$ cat config.mk
export PLATFORM = sky130hd
export DESIGN_NAME = opl2_timer_ctrl_flat
export DESIGN_NICKNAME = d
export VERILOG_FILES = /design/src/rtl/opl2_timer_ctrl_if.sv /design/src/rtl/opl2_timer_ctrl.sv /design/src/flat_wrapper.sv
export SDC_FILE = /design/constraint.sdc
export NUM_CORES = 1
export LEC_CHECK = 0
export CORE_ASPECT_RATIO = 1.1
export CORE_MARGIN = 2
export CORE_UTILIZATION = 70
export CTS_BUF_LIST = sky130_fd_sc_hd__clkbuf_4 sky130_fd_sc_hd__clkbuf_8
export DETAILED_ROUTE_END_ITERATION = 7
export DONT_BUFFER_PORTS = 1
export GPL_TIMING_DRIVEN = 0
export HOLD_SLACK_MARGIN = 0.05
export PLACE_DENSITY = 0.86
export SLEW_MARGIN = 20
export SYNTH_ARGS = -nofsm -noshare
export SYNTH_HDL_FRONTEND = slang
export SYNTH_SLANG_ARGS = --single-unit
$ cat constraint.sdc
create_clock -name clk -period 5.3 [get_ports clk]
set_input_delay 0.795 -clock clk [delete_from_list [all_inputs] [get_ports clk]]
set_output_delay 0.795 -clock clk [all_outputs]
set_load 0.05 [all_outputs]
$ cat src/rtl/opl2_timer_ctrl_if.sv
// ============================================================================
// Module   : opl2_timer_ctrl_if
// Brief    : Host write bus of the OPL2 timer control block (address/data port,
//            status readback and busy indication).
// Revision : 1.0 - initial release
// ============================================================================
`default_nettype none

interface opl2_timer_ctrl_if;
    logic       bus_wr;
    logic       bus_a0;
    logic [7:0] bus_din;
    logic [7:0] bus_dout;
    logic       bus_busy;

    modport master (
        output bus_wr,
        output bus_a0,
        output bus_din,
        input  bus_dout,
        input  bus_busy
    );

    modport slave (
        input  bus_wr,
        input  bus_a0,
        input  bus_din,
        output bus_dout,
        output bus_busy
    );
endinterface

`default_nettype wire

$ cat src/rtl/opl2_timer_ctrl.sv
// ============================================================================
// Module   : opl2_timer_ctrl
// Brief    : OPL2 host-bus front end: address/data decode with write wait-times,
//            timer registers 0x02-0x04, sticky overflow flags and IRQ.
// Revision : 1.0 - initial release
// ============================================================================
`default_nettype none

module opl2_timer_ctrl #(
    parameter int ADDR_WAIT_CYCLES = 12,
    parameter int DATA_WAIT_CYCLES = 84
) (
    input  wire logic          clk,
    input  wire logic          reset_n,
    opl2_timer_ctrl_if.slave   bus,
    output logic               reg_wr,
    output logic [7:0]         reg_addr,
    output logic [7:0]         reg_data,
    output logic [7:0]         timer1_reg,
    output logic [7:0]         timer2_reg,
    output logic               start_timer1,
    output logic               start_timer2,
    input  wire logic          timer1_overflow_pulse,
    input  wire logic          timer2_overflow_pulse,
    output logic               irq_n
);

    localparam int c_MAX_WAIT = (ADDR_WAIT_CYCLES > DATA_WAIT_CYCLES) ?
                                ADDR_WAIT_CYCLES : DATA_WAIT_CYCLES;
    localparam int c_CNT_W    = (c_MAX_WAIT > 1) ? $clog2(c_MAX_WAIT) : 1;

    localparam logic [1:0] c_IDLE      = 2'd0;
    localparam logic [1:0] c_ADDR_WAIT = 2'd1;
    localparam logic [1:0] c_DATA_WAIT = 2'd2;

    localparam logic [7:0] c_REG_T1   = 8'h02;
    localparam logic [7:0] c_REG_T2   = 8'h03;
    localparam logic [7:0] c_REG_CTRL = 8'h04;

    logic [1:0]         r_state;
    logic [1:0]         w_next_state;
    logic [c_CNT_W-1:0] r_cnt;
    logic [7:0]         r_addr;
    logic               r_mask1;
    logic               r_mask2;
    logic               r_ft1;
    logic               r_ft2;

    logic w_accept;
    logic w_addr_wr;
    logic w_data_wr;
    logic w_irq_clr;
    logic w_irq;

    // Writes arriving during a wait are dropped without any side effect.
    assign w_accept  = bus.bus_wr && (r_state == c_IDLE);
    assign w_addr_wr = w_accept && !bus.bus_a0;
    assign w_data_wr = w_accept &&  bus.bus_a0;
    assign w_irq_clr = w_data_wr && (r_addr == c_REG_CTRL) && bus.bus_din[7];
    assign w_irq     = r_ft1 | r_ft2;

    always_ff @(posedge clk or negedge reset_n) begin
        if (!reset_n) begin
            r_state <= c_IDLE;
        end else begin
            r_state <= w_next_state;
        end
    end

    always_comb begin
        w_next_state = r_state;
        case (r_state)
            c_IDLE: begin
                if (w_addr_wr) begin
                    w_next_state = c_ADDR_WAIT;
                end else if (w_data_wr) begin
                    w_next_state = c_DATA_WAIT;
                end
            end
            c_ADDR_WAIT, c_DATA_WAIT: begin
                if (r_cnt == '0) begin
                    w_next_state = c_IDLE;
                end
            end
            default: w_next_state = c_IDLE;
        endcase
    end

    always_comb begin
        bus.bus_busy = (r_state != c_IDLE);
    end

    // Loaded with WAIT-1 so the wait state lasts exactly WAIT cycles.
    always_ff @(posedge clk or negedge reset_n) begin
        if (!reset_n) begin
            r_cnt <= '0;
        end else if (w_addr_wr) begin
            r_cnt <= c_CNT_W'(ADDR_WAIT_CYCLES - 1);
        end else if (w_data_wr) begin
            r_cnt <= c_CNT_W'(DATA_WAIT_CYCLES - 1);
        end else if ((r_state != c_IDLE) && (r_cnt != '0)) begin
            r_cnt <= r_cnt - 1'b1;
        end
    end

    always_ff @(posedge clk or negedge reset_n) begin
        if (!reset_n) begin
            r_addr       <= 8'h00;
            reg_wr       <= 1'b0;
            reg_addr     <= 8'h00;
            reg_data     <= 8'h00;
            timer1_reg   <= 8'h00;
            timer2_reg   <= 8'h00;
            start_timer1 <= 1'b0;
            start_timer2 <= 1'b0;
            r_mask1      <= 1'b0;
            r_mask2      <= 1'b0;
        end else begin
            reg_wr <= w_data_wr;
            if (w_addr_wr) begin
                r_addr <= bus.bus_din;
            end
            if (w_data_wr) begin
                reg_addr <= r_addr;
                reg_data <= bus.bus_din;
                case (r_addr)
                    c_REG_T1: timer1_reg <= bus.bus_din;
                    c_REG_T2: timer2_reg <= bus.bus_din;
                    c_REG_CTRL: begin
                        if (!bus.bus_din[7]) begin
                            r_mask1      <= bus.bus_din[6];
                            r_mask2      <= bus.bus_din[5];
                            start_timer2 <= bus.bus_din[1];
                            start_timer1 <= bus.bus_din[0];
                        end
                    end
                    default: ;
                endcase
            end
        end
    end

    // A new overflow beats a simultaneous clear; the mask in force before this edge applies.
    always_ff @(posedge clk or negedge reset_n) begin
        if (!reset_n) begin
            r_ft1        <= 1'b0;
            r_ft2        <= 1'b0;
            irq_n        <= 1'b1;
            bus.bus_dout <= 8'h00;
        end else begin
            r_ft1        <= (timer1_overflow_pulse && !r_mask1) || (r_ft1 && !w_irq_clr);
            r_ft2        <= (timer2_overflow_pulse && !r_mask2) || (r_ft2 && !w_irq_clr);
            irq_n        <= !w_irq;
            bus.bus_dout <= {w_irq, r_ft1, r_ft2, 5'b00000};
        end
    end

endmodule

`default_nettype wire
$ cat src/flat_wrapper.sv
// flat-port wrapper written by rule: the top's interface ports become plain ports
module opl2_timer_ctrl_flat 
#(
    parameter int ADDR_WAIT_CYCLES = 12,
    parameter int DATA_WAIT_CYCLES = 84
)
  (clk, reset_n, reg_wr, reg_addr, reg_data, timer1_reg, timer2_reg, start_timer1, start_timer2, timer1_overflow_pulse, timer2_overflow_pulse, irq_n, bus_bus_wr, bus_bus_a0, bus_bus_din, bus_bus_dout, bus_bus_busy);
  opl2_timer_ctrl_if bus_i ();
  input  wire logic clk;
  input  wire logic reset_n;
  output logic reg_wr;
  output logic [7:0] reg_addr;
  output logic [7:0] reg_data;
  output logic [7:0] timer1_reg;
  output logic [7:0] timer2_reg;
  output logic start_timer1;
  output logic start_timer2;
  input  wire logic timer1_overflow_pulse;
  input  wire logic timer2_overflow_pulse;
  output logic irq_n;
  input wire logic [$bits(bus_i.bus_wr)-1:0] bus_bus_wr;
  input wire logic [$bits(bus_i.bus_a0)-1:0] bus_bus_a0;
  input wire logic [$bits(bus_i.bus_din)-1:0] bus_bus_din;
  output wire logic [$bits(bus_i.bus_dout)-1:0] bus_bus_dout;
  output wire logic [$bits(bus_i.bus_busy)-1:0] bus_bus_busy;
  assign bus_i.bus_wr = bus_bus_wr;
  assign bus_i.bus_a0 = bus_bus_a0;
  assign bus_i.bus_din = bus_bus_din;
  assign bus_bus_dout = bus_i.bus_dout;
  assign bus_bus_busy = bus_i.bus_busy;
  opl2_timer_ctrl #(.ADDR_WAIT_CYCLES(ADDR_WAIT_CYCLES), .DATA_WAIT_CYCLES(DATA_WAIT_CYCLES)) u_core (.clk(clk), .reset_n(reset_n), .bus(bus_i), .reg_wr(reg_wr), .reg_addr(reg_addr), .reg_data(reg_data), .timer1_reg(timer1_reg), .timer2_reg(timer2_reg), .start_timer1(start_timer1), .start_timer2(start_timer2), .timer1_overflow_pulse(timer1_overflow_pulse), .timer2_overflow_pulse(timer2_overflow_pulse), .irq_n(irq_n));
endmodule
=== Yosys cells after proc, flatten, opt, wreduce, memory -nomap -nowiden ===
Cells that the tools add are included.

* Flip-flop bits (word level): 60
* Word-level logic and storage cells: 60
* Output and inout bits: 45
* Input port bits: 14

* Muxes and demuxes: 7
* Add/subtract/negate cells: 1
* Reductions and logical operators: 27
* Eq/ne operators: 7
* Bitwise gates (word level): 2

{| class="wikitable"
|+ Operators with widths
! cell !! count
|-
| two-way mux 7 bit || 3
|-
| == test 8 x 2 -> 1 bit (second input constant) || 2
|-
| logical AND 1 bit || 10
|-
| == test 8 x 3 -> 1 bit (second input constant) || 1
|-
| logical NOT 7 bit || 1
|-
| nonzero test 7 bit || 1
|-
| subtractor 7 x 1 -> 7 bit (second input constant) || 1
|-
| two-way mux 2 bit || 3
|-
| AND reduction 2 bit || 3
|-
| logical NOT 1 bit || 5
|-
| one-hot mux 2 bit (2 select lines) || 1
|-
| inequality test 3 x 1 -> 1 bit (second input constant) || 1
|-
| AND reduction 3 bit || 1
|-
| nonzero test 3 bit || 1
|-
| == test 2 x 1 -> 1 bit (second input constant) || 1
|-
| == test 2 bit (second input constant) || 1
|-
| logical NOT 2 bit || 1
|-
| logical OR 1 bit || 2
|-
| inequality test 2 x 1 -> 1 bit (second input constant) || 1
|-
| nonzero test 2 bit || 1
|-
| OR reduction 2 bit || 1
|-
| inverter 1 bit || 1
|-
| bitwise OR 1 bit || 1
|}

=== Longest topological paths before layout ===
* Depth in word-level cells: 8
* Gate-level depth with buffers: 6
* Gate-level depth less buffers: 5

=== Worst setup path before layout ===
No wires, ideal clock.

* Kind: input -> register
* From: input bus_bus_wr
* To: register u_core.timer1_reg[0]
* Data required time: 5.175 ns
* Setup time: 0.125 ns
* Path buffers: 0
* Setup slack: 3.007 ns
* Cell stages on the path: 3
* Data arrival time: 2.168 ns
* Path through: or4bb_1 nor4_4 mux2_2

* Word-level cells in the longest chain between the ends: 3

{| class="wikitable"
|+ Ends and longest elaborated chain
! item !! line !! source
|-
| start, declared || flat_wrapper.sv:21 || <nowiki>input wire logic [$bits(bus_i.bus_wr)-1:0] bus_bus_wr;</nowiki>
|-
| logical AND 1 bit || opl2_timer_ctrl.sv:56 || <nowiki>assign w_accept = bus.bus_wr && (r_state == c_IDLE);</nowiki>
|-
| logical AND 1 bit || opl2_timer_ctrl.sv:58 || <nowiki>assign w_data_wr = w_accept && bus.bus_a0;</nowiki>
|-
| AND reduction 2 bit (no line) || -- ||
|-
| end signal, assigned || opl2_timer_ctrl.sv:127 || <nowiki>c_REG_T1: timer1_reg <= bus.bus_din;</nowiki>
|-
| end, declared || opl2_timer_ctrl.sv:19 || <nowiki>output logic [7:0] timer1_reg,</nowiki>
|}

Every way passes these cells.
A chain may end at the register's enable or synchronous reset.

=== Final worst setup path ===
* From: register u_core.r_state[0]
* To: register u_core.r_addr[1]

* Word-level cells in the longest chain between the ends: 3

{| class="wikitable"
|+ Ends and longest elaborated chain
! item !! line !! source
|-
| start, declared || opl2_timer_ctrl.sv:40 || <nowiki>logic [1:0] r_state;</nowiki>
|-
| start signal, assigned || opl2_timer_ctrl.sv:64 || <nowiki>r_state <= c_IDLE;</nowiki>
|-
| start signal, assigned || opl2_timer_ctrl.sv:66 || <nowiki>r_state <= w_next_state;</nowiki>
|-
| logical NOT 2 bit || opl2_timer_ctrl.sv:56 ||
|-
| logical AND 1 bit || opl2_timer_ctrl.sv:56 ||
|-
| logical AND 1 bit || opl2_timer_ctrl.sv:57 || <nowiki>assign w_addr_wr = w_accept && !bus.bus_a0;</nowiki>
|-
| end signal, assigned || opl2_timer_ctrl.sv:121 || <nowiki>r_addr <= bus.bus_din;</nowiki>
|-
| end, declared || opl2_timer_ctrl.sv:43 || <nowiki>logic [7:0] r_addr;</nowiki>
|}

Every way passes these cells.

==> impl_metrics.csv <==
group,metric,value,unit
global_routing,grt_start_max_net_pins,61,
detailed_routing,dr_wl_met2,2.57,mm
setup_path,critical_path.cell_chain,"inv_1 -> ha_1 -> clkbuf_1 -> nand2_1 -> nor2_1 -> mux2_2",
logic_synthesis,syn_inst,178,
pwr,p_int,923,uW
setup_path,path_class,"reg -> reg",
floorplanning,fp.dieW,61.2,um
min_path,min_path_type,"in -> async",
setup_path,critPathCaptureType,"flip-flop",
logic_synthesis,async_reset_ff_share,100,%
pwr,power_frac_seq,61.7,%
timing,worstMarginPinSlew,0.885,ns
cells_and_area,drive_gt1_share,36.9,%
global_routing,overflow,0,
timing,maxSlewViolCount,0,
timing,hold_viol,0,
global_routing,grt_pass1_vias,1673,
pwr,pwr-share-comb,20.8,%
run,drv_cap,0,
detailed_routing,wl_met1,1.76,mm
detailed_routing,via_count,1503,
timing,setup_viol,0,
logic_synthesis,ys_warn_count,0,
pwr,p_per_area,623,nW/um^2
clocking,post-cts-setup-buffer-count,0,
logic_synthesis,ys_seq_area_share,59.8,%
timing,rsz0062_at_grt,"false",
floorplanning,start_util,74.3,%
detailed_routing,wl_per_cell,19.1,um
detailed_routing,detail-route-antenna-nets,0,
timing,slew_headroom,40.7,%
timing,tns,0,ns
setup_path,slowest_stage,"nor2_1",
pwr,finalPower,1700,uW
floorplanning,dieHeight,66.9,um
clocking,clockBufferDepth,2,
detailed_routing,drc_errors,0,
logic_synthesis,synth.most_common_cell,"dfrtp_1",
global_routing,grt_pass1_wl,7.91,mm
clocking,postCtsHoldBufs,0,
logic_synthesis,synth.cell_area,2510,um^2
timing,clock_skew,0.0121,ns
pwr,vdd_drop_max,416,uV
clocking,cts_root_buf,"clkbuf_4",
clocking,cts_tree,"done",
logic_synthesis,synth_flop_cell,"dfrtp_1",
logic_synthesis,yosys-top-cells-count,"59 x dfrtp_1, 43 x mux2_2, 10 x inv_1",
setup_path,startpoint_type,"flip-flop",
clocking,clk_latency,0.38,ns
setup_path,max_stage_delay,0.73,ns
logic_synthesis,ys_types,36,
floorplanning,fp-row-count,22,
detailed_routing,drt_wl_total,4.70,mm
global_routing,antenna_found_initial,0,
detailed_routing,routed.top_layer,"met4",
logic_synthesis,synth_top_area_share,58.7,%
logic_synthesis,synth_edf_count,0,
clocking,cts_sinks,60,
timing,fin_crit_sh,47.8,%
setup_path,critPathMaxFanout,10,
detailed_routing,wl_met3,295,um
placed_design,port_buffers,0,
clocking,path_clk_slew,0.09,ns
pwr,power_leakage,0.00125,uW
cells_and_area,nets,210,
detailed_routing,avgViaCountPerCell,6.11,
placed_design,gp_congestion,0.807,
logic_synthesis,synth_top_cell_by_area,"dfrtp_1",
floorplanning,core_area,3390,um^2
timing,period_needed,2.54,ns
clocking,cts_resized,0,
logic_synthesis,synthTopCellsByArea,"dfrtp_1 59%, mux2_2 19%, nor4_4 1.7%, buf_4 1.5%, ha_1 1.5%",
clocking,cts_buffers,9,
timing,timing.fmax,394,MHz
pwr,p_sw_share,45.7,%
clocking,h-tree-depth,3,
placed_design,dpl.hpwl,3.35,mm
cells_and_area,area_delta_synth_final,8.41,%
setup_path,crit_required,5.56,ns
cells_and_area,diodes,0,
detailed_routing,drt_iter0_markers,136,
status,status,"complete, no violations",
floorplanning,ios,59,
pwr,clkPwrFrac,17.5,%
setup_path,arrival,2.79,ns
floorplanning,die_area,4090,um^2
logic_synthesis,synth_area_per_cell,14.1,um^2
detailed_routing,first_pass_iters,5,
global_routing,grt_use_total,27.3,%
pwr,power_switching,776,uW
logic_synthesis,ys_seq_elements,60,
## cells in the final DEF (no fill, tap or decap), types with 2 or more instances in the layout
cell type,netlist,final
clkbuf_1,2,2
o21ai_0,3,3
ha_1,3,3
dfrtp_1,59,59
or4bb_1,2,2
buf_4,5,5
nor2b_1,3,3
or2_2,2,2
nor2_1,5,5
o311ai_0,2,2
nand2b_1,3,3
or4_1,4,4
clkbuf_4,0,12
mux2_2,43,43
nor4_1,2,2
clkbuf_8,0,3
nand2_1,3,3
a22o_1,3,3
inv_1,10,10
conb_1,1,5
or4b_2,2,2
o32ai_1,3,3
nor4_4,2,2
nand3_1,2,2
## power groups by stage
| stage | Sequential, uW | Clock (uW) | Combinational [uW] |
|---|---|---|---|
| floorplan | 1020 | 0 | 294 |
| global placement | 1050 | 0 | 322 |
| detailed placement | 1060 | 0 | 352 |
| CTS | 1050 | 302 | 354 |
| global route | 1070 | 323 | 392 |
| finish | 1050 | 297 | 354 |
## through the flow
step	utilization [%]	std cells	cell area, um^2	hold slack (ns)	setup slack, ns
floorplan	-	182	2530	0.367	3.01
global placement	76.5	230	2590	0.383	2.79
detailed placement	76.5	230	2590	0.394	2.75
CTS	80.5	246	2730	0.0825	2.74
global route	80.5	246	2730	0.0632	2.56
finish	80.5	246	2730	0.0994	2.76
## path summary, 6_finish.rpt
path | startpoint | to | slack, ns | depth (start not counted)
worst max-delay path | u_core.r_state[0]$_DFFE_PN0P_ | u_core.r_addr[1]$_DFFE_PN0P_ | 2.76 | 6
worst max register to register | u_core.r_state[0]$_DFFE_PN0P_ | u_core.r_addr[1]$_DFFE_PN0P_ | 2.76 | 6
worst min register to register | u_core.r_ft2$_DFF_PN0_ | u_core.bus.bus_dout[5]$_DFF_PN0_ | 0.41 | 0
min in group clk | u_core.r_ft2$_DFF_PN0_ | u_core.bus.bus_dout[5]$_DFF_PN0_ | 0.41 | 0
worst min-delay path | reset_n | u_core.bus.bus_dout[5]$_DFF_PN0_ | 0.1 | 0
max in group asynchronous | reset_n | u_core.irq_n$_DFF_PN1_ | 5.03 | 0
## logic make-up after synthesis
| group | Yosys count | share of synthesized area [%] |
|---|---|---|
| buffers and inverters | 18 | 3.43 |
| other | 1 | 0.149 |
| AO/OA/AOI/OAI | 18 | 5.52 |
| multiplexers | 43 | 19.3 |
| flip-flops | 60 | 59.8 |
| AND/OR/NAND/NOR | 35 | 10.4 |
| adder cells (fa/ha/maj) | 3 | 1.49 |
## metal layers
metal | track usage (%) | up-vias
met5 | 0 | -
met2 | 44.8 | 56
met3 | 7.77 | 10
li1 | - | 672
met4 | 11.4 | 0
met1 | 33.2 | 765
## worst max-delay path, delay by kind of cell (launching register included)
kind                       cells  cell delay [ns]
adders and majority gates      1             0.24
buffers and inverters          2             0.42
DFF                            1             0.37
muxes                          1             0.42
and+or+nand+nor                2             0.97
## layout make-up
cell class	instances	area [um^2]
buffer	8	48.8
clock buffer	15	131
clock inverter	1	5.00
fill	194	659
inverter	10	37.5
multi-input combinational	104	941
sequential	60	1500
tap	48	60.1
No activity file was read; power rests on OpenSTA's default activity.
